$ cat src/rtl/div_pkg.sv
// Shared types and constants for the iterative restoring divider.
package div_pkg;

    typedef enum logic [1:0] {
        IDLE   = 2'd0,
        RUN    = 2'd1,
        FINISH = 2'd2
    } state_e;

    localparam int DEF_DIVIDEND_W = 8;
    localparam int DEF_DIVISOR_W  = 7;

    // Ceiling log2 with a floor of one bit, sized for the iteration counter
    function automatic int clog2(input int value);
        int w;
        w = 1;
        while ((1 << w) < value) begin
            w = w + 1;
        end
        return w;
    endfunction

endpackage

$ cat src/rtl/div_step.sv
// One restoring-division iteration: shift in a dividend bit, trial subtract,
// keep the difference or restore, and emit the resulting quotient bit.
module div_step
    import div_pkg::*;
#(
    parameter int DIVISOR_W = DEF_DIVISOR_W
) (
    input  logic [DIVISOR_W:0]   p_i,
    input  logic                 bit_i,
    input  logic [DIVISOR_W-1:0] divisor_i,
    output logic [DIVISOR_W:0]   p_o,
    output logic                 q_o
);

    logic [DIVISOR_W:0]   shifted_s;
    logic [DIVISOR_W+1:0] trial_s;
    logic                 unused_s;

    // The partial remainder is always below the divisor, so its MSB never feeds the shift
    assign unused_s = p_i[DIVISOR_W];

    // Trial subtraction with one guard bit acting as the borrow/sign
    always_comb begin
        shifted_s = {p_i[DIVISOR_W-1:0], bit_i};
        trial_s   = {1'b0, shifted_s} - {2'b00, divisor_i};
        if (trial_s[DIVISOR_W+1] == 1'b0) begin
            p_o = trial_s[DIVISOR_W:0];
            q_o = 1'b1;
        end else begin
            p_o = shifted_s;
            q_o = 1'b0;
        end
    end

endmodule

$ cat src/rtl/restoring_divider_core.sv
// Iterative restoring divider with start/done handshake, one quotient bit per clock.
// Define SIGNED_DIV_EN for two's-complement operands (truncating division).
module restoring_divider_core
    import div_pkg::*;
#(
    parameter int DIVIDEND_W = DEF_DIVIDEND_W,
    parameter int DIVISOR_W  = DEF_DIVISOR_W
) (
    input  logic                  clk,
    input  logic                  reset,
    input  logic                  start,
    input  logic [DIVIDEND_W-1:0] dividend,
    input  logic [DIVISOR_W-1:0]  divisor,
    output logic                  busy,
    output logic                  done,
    output logic [DIVIDEND_W-1:0] quotient,
    output logic [DIVISOR_W-1:0]  remainder,
    output logic                  div_by_zero
);

    localparam int CNT_W = clog2(DIVIDEND_W);

    state_e                state_q;
    logic [CNT_W-1:0]      count_q;
    logic [DIVIDEND_W-1:0] dq_q;
    logic [DIVISOR_W-1:0]  dvs_q;
    logic [DIVISOR_W:0]    p_q;
    logic                  zero_q;
    logic                  busy_q;
    logic                  done_q;
    logic [DIVIDEND_W-1:0] quotient_q;
    logic [DIVISOR_W-1:0]  remainder_q;
    logic                  dbz_q;
    logic [DIVISOR_W:0]    p_d;
    logic                  qbit_d;
    logic [DIVIDEND_W-1:0] dvd_mag_s;
    logic [DIVISOR_W-1:0]  dvs_mag_s;
    logic [DIVIDEND_W-1:0] q_res_s;
    logic [DIVISOR_W-1:0]  r_res_s;

`ifdef SIGNED_DIV_EN
    logic neg_q_q;
    logic neg_r_q;

    // Magnitudes at capture, signs re-applied on the finished result
    always_comb begin
        dvd_mag_s = dividend[DIVIDEND_W-1] ? (~dividend + {{(DIVIDEND_W-1){1'b0}}, 1'b1}) : dividend;
        dvs_mag_s = divisor[DIVISOR_W-1] ? (~divisor + {{(DIVISOR_W-1){1'b0}}, 1'b1}) : divisor;
        q_res_s   = neg_q_q ? (~dq_q + {{(DIVIDEND_W-1){1'b0}}, 1'b1}) : dq_q;
        r_res_s   = neg_r_q ? (~p_q[DIVISOR_W-1:0] + {{(DIVISOR_W-1){1'b0}}, 1'b1})
                            : p_q[DIVISOR_W-1:0];
    end

    // Result sign flags, meaningful only for a non-zero divisor
    always_ff @(posedge clk or posedge reset) begin
        if (reset) begin
            neg_q_q <= 1'b0;
            neg_r_q <= 1'b0;
        end else if (state_q == IDLE && start) begin
            neg_q_q <= dividend[DIVIDEND_W-1] ^ divisor[DIVISOR_W-1];
            neg_r_q <= dividend[DIVIDEND_W-1];
        end else begin
            neg_q_q <= neg_q_q;
            neg_r_q <= neg_r_q;
        end
    end
`else
    // Unsigned build passes operands and results straight through
    always_comb begin
        dvd_mag_s = dividend;
        dvs_mag_s = divisor;
        q_res_s   = dq_q;
        r_res_s   = p_q[DIVISOR_W-1:0];
    end
`endif

    div_step #(
        .DIVISOR_W (DIVISOR_W)
    ) u_step (
        .p_i       (p_q),
        .bit_i     (dq_q[DIVIDEND_W-1]),
        .divisor_i (dvs_q),
        .p_o       (p_d),
        .q_o       (qbit_d)
    );

    // Sequencer, iteration datapath and registered result outputs
    always_ff @(posedge clk or posedge reset) begin
        if (reset) begin
            state_q     <= IDLE;
            count_q     <= {CNT_W{1'b0}};
            dq_q        <= {DIVIDEND_W{1'b0}};
            dvs_q       <= {DIVISOR_W{1'b0}};
            p_q         <= {(DIVISOR_W+1){1'b0}};
            zero_q      <= 1'b0;
            busy_q      <= 1'b0;
            done_q      <= 1'b0;
            quotient_q  <= {DIVIDEND_W{1'b0}};
            remainder_q <= {DIVISOR_W{1'b0}};
            dbz_q       <= 1'b0;
        end else begin
            case (state_q)
                IDLE: begin
                    done_q <= 1'b0;
                    if (start) begin
                        if (divisor == {DIVISOR_W{1'b0}}) begin
                            zero_q  <= 1'b1;
                            state_q <= FINISH;
                        end else begin
                            zero_q  <= 1'b0;
                            dq_q    <= dvd_mag_s;
                            dvs_q   <= dvs_mag_s;
                            p_q     <= {(DIVISOR_W+1){1'b0}};
                            count_q <= CNT_W'(DIVIDEND_W - 1);
                            busy_q  <= 1'b1;
                            state_q <= RUN;
                        end
                    end else begin
                        state_q <= IDLE;
                    end
                end
                RUN: begin
                    p_q  <= p_d;
                    dq_q <= {dq_q[DIVIDEND_W-2:0], qbit_d};
                    if (count_q == {CNT_W{1'b0}}) begin
                        busy_q  <= 1'b0;
                        state_q <= FINISH;
                    end else begin
                        count_q <= count_q - {{(CNT_W-1){1'b0}}, 1'b1};
                    end
                end
                FINISH: begin
                    done_q  <= 1'b1;
                    state_q <= IDLE;
                    if (zero_q) begin
                        quotient_q  <= {DIVIDEND_W{1'b1}};
                        remainder_q <= {DIVISOR_W{1'b0}};
                        dbz_q       <= 1'b1;
                    end else begin
                        quotient_q  <= q_res_s;
                        remainder_q <= r_res_s;
                        dbz_q       <= 1'b0;
                    end
                end
                default: begin
                    busy_q  <= 1'b0;
                    done_q  <= 1'b0;
                    state_q <= IDLE;
                end
            endcase
        end
    end

    assign busy        = busy_q;
    assign done        = done_q;
    assign quotient    = quotient_q;
    assign remainder   = remainder_q;
    assign div_by_zero = dbz_q;

endmodule
$ cat config.mk
export PLATFORM = sky130hd
export DESIGN_NAME = restoring_divider_core
export DESIGN_NICKNAME = d
export VERILOG_FILES = /design/src/rtl/div_pkg.sv /design/src/rtl/div_step.sv /design/src/rtl/restoring_divider_core.sv
export SDC_FILE = /design/constraint.sdc
export NUM_CORES = 1
export LEC_CHECK = 0
export ABC_AREA = 1
export ABC_CLOCK_PERIOD_IN_PS = 1800
export CORE_MARGIN = 2
export CORE_UTILIZATION = 49
export CTS_BUF_LIST = sky130_fd_sc_hd__clkbuf_4 sky130_fd_sc_hd__clkbuf_8 sky130_fd_sc_hd__clkbuf_16
export DETAILED_ROUTE_END_ITERATION = 8
export GPL_TIMING_DRIVEN = 0
export PLACE_DENSITY_LB_ADDON = 0.1
export SLEW_MARGIN = 40
export SYNTH_ARGS = -nofsm -noshare
export SYNTH_HDL_FRONTEND = slang
export SYNTH_HIERARCHICAL = 1
export SYNTH_SLANG_ARGS = --single-unit
export TNS_END_PERCENT = 100
$ cat constraint.sdc
create_clock -name clk -period 1.8 [get_ports clk]
set_clock_uncertainty 0.1 [all_clocks]
set_input_delay 0.18 -clock clk [delete_from_list [all_inputs] [get_ports clk]]
set_output_delay 0.18 -clock clk [all_outputs]
set_load 0.005 [all_outputs]
=== After elaboration in Yosys (flattened, before gate mapping) ===
Cells that the tools add are included.

* Bits in registers: 46
* Bits of input ports: 18
* Output and inout port bits: 18
* Word-level logic and storage cells: 55

* Add/subtract/negate cells: 2
* Equality and inequality tests: 6
* Mux-type cells: 25
* Bitwise operators: 2
* Reduce and logical (&&, ||, !) cells: 9

{| class="wikitable"
|+ Operator list
! operator !! count
|-
| 2-to-1 mux 7 bit || 4
|-
| 2-to-1 mux 8 bit || 3
|-
| case mux 8 bit (2 select lines) || 1
|-
| case mux 7 bit (2 select lines) || 1
|-
| 2-to-1 mux 3 bit || 3
|-
| subtractor 8 x 7 -> 9 bit || 1
|-
| != test 2 bit, second input constant || 4
|-
| AND reduction 4 bit || 2
|-
| zero test 7 bit || 1
|-
| 2-to-1 mux 1 bit || 6
|-
| 2-to-1 mux 2 bit || 3
|-
| case mux 3 bit (2 select lines) || 1
|-
| AND reduction 3 bit || 2
|-
| case mux 2 bit (2 select lines) || 1
|-
| zero test 3 bit || 1
|-
| case mux 1 bit (3 select lines) || 1
|-
| subtractor 3 x 1 -> 3 bit, second input constant || 1
|-
| == test 2 x 1 -> 1 bit, second input constant || 1
|-
| == test 2 bit, second input constant || 1
|-
| zero test 2 bit || 1
|-
| inverter 1 bit || 2
|-
| case mux 1 bit (2 select lines) || 1
|-
| AND reduction 2 bit || 1
|-
| nonzero test 2 bit || 1
|}

=== Depth between registers and ports, before layout ===
* Depth in word-level cells: 4
* Depth in mapped cells: 12
* Mapped depth without buffers: 12

=== By module ===
The synthesis kept the hierarchy.

{| class="wikitable"
|+ By module, submodules not included
! module !! times used !! cells each !! area an instance (µm²) !! seq. area each (µm²)
|-
| restoring_divider_core || 1 || 227 || 2088.3 || 1176.1
|-
| div_step || 1 || 104 || 549.3 || 0.0
|}

=== Least setup slack after synthesis ===
OpenSTA, ideal clock, no wires.

* Kind: register to register
* Start point: register dq_q[7]
* End point: register dq_q[0]
* Library setup time: 66 ps
* Arrival: 1646 ps
* Data required time: 1634 ps
* Slack: -11 ps
* Cell stages (with the launch flop): 13
* Buffers on the path: 0
* Period minus slack after synthesis: 1811 ps
* Path through: dfrtp_1 inv_1 ha_1 fa_1 inv_1 nand2_1 nand2_2 nand2_2 nand2_4 nand2_1 nand2_1 nand4_1 nand2_1

* Longest elaborated chain between the ends: 3

{| class="wikitable"
|+ Ends and longest elaborated chain
! what !! line !! RTL
|-
| from (decl) || restoring_divider_core.sv:25 || <nowiki>logic [DIVIDEND_W-1:0] dq_q;</nowiki>
|-
| from (signal assigned) || restoring_divider_core.sv:92 || <nowiki>dq_q <= {DIVIDEND_W{1'b0}};</nowiki>
|-
| from (signal assigned) || restoring_divider_core.sv:111 || <nowiki>dq_q <= dvd_mag_s;</nowiki>
|-
| from (signal assigned) || restoring_divider_core.sv:124 || <nowiki>dq_q <= {dq_q[DIVIDEND_W-2:0], qbit_d};</nowiki>
|-
| subtractor 8 x 7 -> 9 bit || div_step.sv:25 || <nowiki>trial_s = {1'b0, shifted_s} - {2'b00, divisor_i};</nowiki>
|-
| 2-to-1 mux 1 bit || div_step.sv:26 || <nowiki>if (trial_s[DIVISOR_W+1] == 1'b0) begin</nowiki>
|-
| named net qbit_d || restoring_divider_core.sv:35 || <nowiki>logic qbit_d;</nowiki>
|-
| case mux 8 bit (2 select lines) || restoring_divider_core.sv:102 || <nowiki>case (state_q)</nowiki>
|}

The timed path passes the listed nets, and every way through them passes these cells.
A chain may end at the register's enable or synchronous reset.

=== Worst setup path in the final report ===
Ends and elaborated chain as after synthesis.

==> PnR_summary.wiki <==
{| class="wikitable"
! Metric !! Value
|-
| Wire length of the first global-routing pass || 9120 µm
|-
| Transition at the pin with the smallest max-transition slack || 0.296 ns
|-
| Number of port buffers || 35
|-
| Critical path peak fanout || 6
|-
| Worst R2R End || dq_q[0]$_DFFE_PP0P_
|-
| Final Worst Setup Slack || -0.00322 ns
|-
| Antenna-violating nets left || 0
|-
| Via count of the first global-routing pass || 2011
|-
| Overall die width || 76.1 µm
|-
| Critical path capture point type || flop
|-
| Type of the most critical hold path || in -> async
|-
| Startpoint-to-endpoint class of the critical path || reg -> reg
|-
| Violations in the final reports || setup timing
|-
| Maximum number of pins on one net before global-route repair || 25
|-
| Status || finished with violations
|-
| Overflow after GRT || 0
|-
| Launch instance of the worst register-to-register path || dq_q[7]$_DFFE_PP0P_
|-
| Setup slack, reg-to-reg || -0.003 ns
|-
| Slew Limit Headroom || 0.802
|-
| Drc violations || 0
|-
| Latest clock arrival within the worst-skew pair || 0.31 ns
|-
| CTS H-Tree Depth || 2
|-
| Nets || 397
|-
| Netlist area before placement || 2550 µm²
|-
| Core area || 5070 µm²
|-
| Maximum VDD drop || 0.787 mV
|-
| CTS tree || done
|-
| Signal arrival time at the worst endpoint || 1.96 ns
|-
| Pre-antenna DRT Iters || 4
|-
| DRT iter0 DRCs || 137
|-
| Nature of the critical path startpoint || flop
|-
| All-Layer GR Usage || 0.191
|-
| Via-per-instance ratio || 4.95
|-
| Count of maximum capacitance violations || 0
|-
| Deepest clock path buffer count || 2
|-
| Fin. max-slew vios || 0
|-
| Period utilization || 1.00
|-
| Worst Path Required || 1.95 ns
|-
| Unrepaired setup endpoints after global routing || yes
|-
| IO Pins || 36
|-
| Vertical die dimension || 76.1 µm
|-
| Average routed wire per standard cell || 12.5 µm
|-
| Non-filler cells in the finished layout || 440
|-
| Average cell area after synthesis || 8.07 µm²
|-
| R2r worst-path depth || 12
|-
| Clk sinks || 46
|-
| Clock tree root driver cell || clkbuf_8
|-
| Clock transition at the register clock pins on the worst setup and hold paths after CTS || 0.09 ns
|-
| Placement row count || 26
|-
| Share of cells above drive strength 1 || 0.224
|-
| Number of hold violations in the final report || 0
|-
| Pleak || 1.67 nW
|-
| Wire length reported by the detailed router || 5480 µm
|-
| Post-Synthesis Net Count || 344
|-
| Area growth, synth to finish || 29.9%
|-
| F_max || 555 MHz
|-
| Die Outline Area || 5800 µm²
|-
| Total power || 6.18 mW
|-
| PD cells || 1870 nW/µm²
|-
| Number of buffers created by CTS || 5
|-
| Initial Util || 0.502
|-
| Number of placed cells counting well taps || 422
|-
| DR vias || 2178
|-
| Number of fill cells || 466
|-
| Post-DP HPWL || 3780 µm
|-
| Cells after synthesis || 316
|-
| Placer congestion estimate || 0.837
|-
| Initial antenna violation count || 0
|-
| Minimum clock period || 1.80 ns
|-
| Endpoints failing setup || 4
|-
| N_diodes || 0
|-
| Count of yosys warnings during synthesis || 6
|}
[final cells by class]
| cell class | instances | area [µm²] | share of cell area |
|---|---|---|---|
| clock buffer | 7 | 83.8 | 0.0253 |
| tap | 70 | 87.6 | 0.0264 |
| multi-input combinational | 215 | 1270 | 0.384 |
| inverter | 49 | 186 | 0.0563 |
| buffer | 7 | 56.3 | 0.0170 |
| clock inverter | 1 | 30.0 | 0.00907 |
| timing repair buffer | 45 | 442 | 0.133 |
| sequential | 46 | 1150 | 0.348 |
[worst max-delay path: stages, from the launching register on]
cell,delay (ns)
dfrtp_1,0.38
inv_2,0.06
ha_4,0.16
fa_2,0.35
inv_2,0.09
nand2_2,0.07
nand2_4,0.07
nand2_4,0.08
nand2_4,0.12
nand2_2,0.05
nand2_1,0.05
nand4_1,0.08
nand2_1,0.07
[per-stage QoR]
stage	hold slack [ns]	util	setup TNS (ns)	instance area, µm²	setup WS (ns)
final	0.0775	0.653	-0.00877	3310	-0.00322
after global routing	0.0999	0.653	-0.596	3310	-0.0878
after CTS	0.0965	0.624	-0.146	3170	-0.0353
after detailed placement	0.366	0.593	-0.850	3010	-0.156
after global placement	0.355	0.589	-23.34	2990	-0.493
after floorplan	0.213	-	0	2550	0.00133
[worst max path at each step]
| stage | slack (ns) | end | cells after the start | startpoint |
|---|---|---|---|---|
| after floorplan | 0.001 | dq_q[0]$_DFFE_PP0P_ | 12 | dq_q[7]$_DFFE_PP0P_ |
| after global placement | -0.49 | dvs_q[6]$_DFFE_PP0P_ | 2 | reset |
| after detailed placement | -0.16 | dq_q[0]$_DFFE_PP0P_ | 12 | dq_q[7]$_DFFE_PP0P_ |
| after CTS | -0.04 | dq_q[0]$_DFFE_PP0P_ | 12 | dq_q[7]$_DFFE_PP0P_ |
| after global routing | -0.09 | dq_q[0]$_DFFE_PP0P_ | 12 | dq_q[7]$_DFFE_PP0P_ |
| final | -0.003 | dq_q[0]$_DFFE_PP0P_ | 12 | dq_q[7]$_DFFE_PP0P_ |
[per-layer routing]
metal  global-route usage  wire [µm]  up-vias
li1                     -          -     1104
met1                0.263       2530     1020
met2                0.308       2660       41
met3               0.0367        172       13
met4               0.0600        129        0
met5                    0          0        -
[power breakdown]
| group | internal (mW) | switching, mW | total [mW] |
|---|---|---|---|
| combinational | 1.63 | 1.91 | 3.55 |
| sequential | 1.50 | 0.340 | 1.84 |
| clock | 0.446 | 0.351 | 0.797 |
[cells in the final DEF, fill, tap and decap left out, drive strengths merged]
master         count
nand3             18
clkdlybuf4s50     35
fa                 1
o21ai             18
ha                 9
nand2            112
clkbuf             7
xnor2              3
bufinv             1
a21oi             10
nor2              23
nand4              8
nor3               2
dfrtp             46
or2                2
inv               49
o21a               1
a22o               7
xor2               1
buf               17
[sequential cells by signal, indices dropped and copies added (netlist names), 2 cells and up]
signal and cells:
quotient 8, dq_q 8, p_q 7, remainder 7, dvs_q 7, state_q 2, count_q 3
[what timing repair did]
action,CTS,global route
endpoints found under the hold margin,0,0
gates resized for setup,7,16
endpoints found under the setup margin,8,8
cloned,1,0
setup buffers,2,7
hold buffers,0,0
pin swaps,16,12
Power figures use the tool's default switching activity.
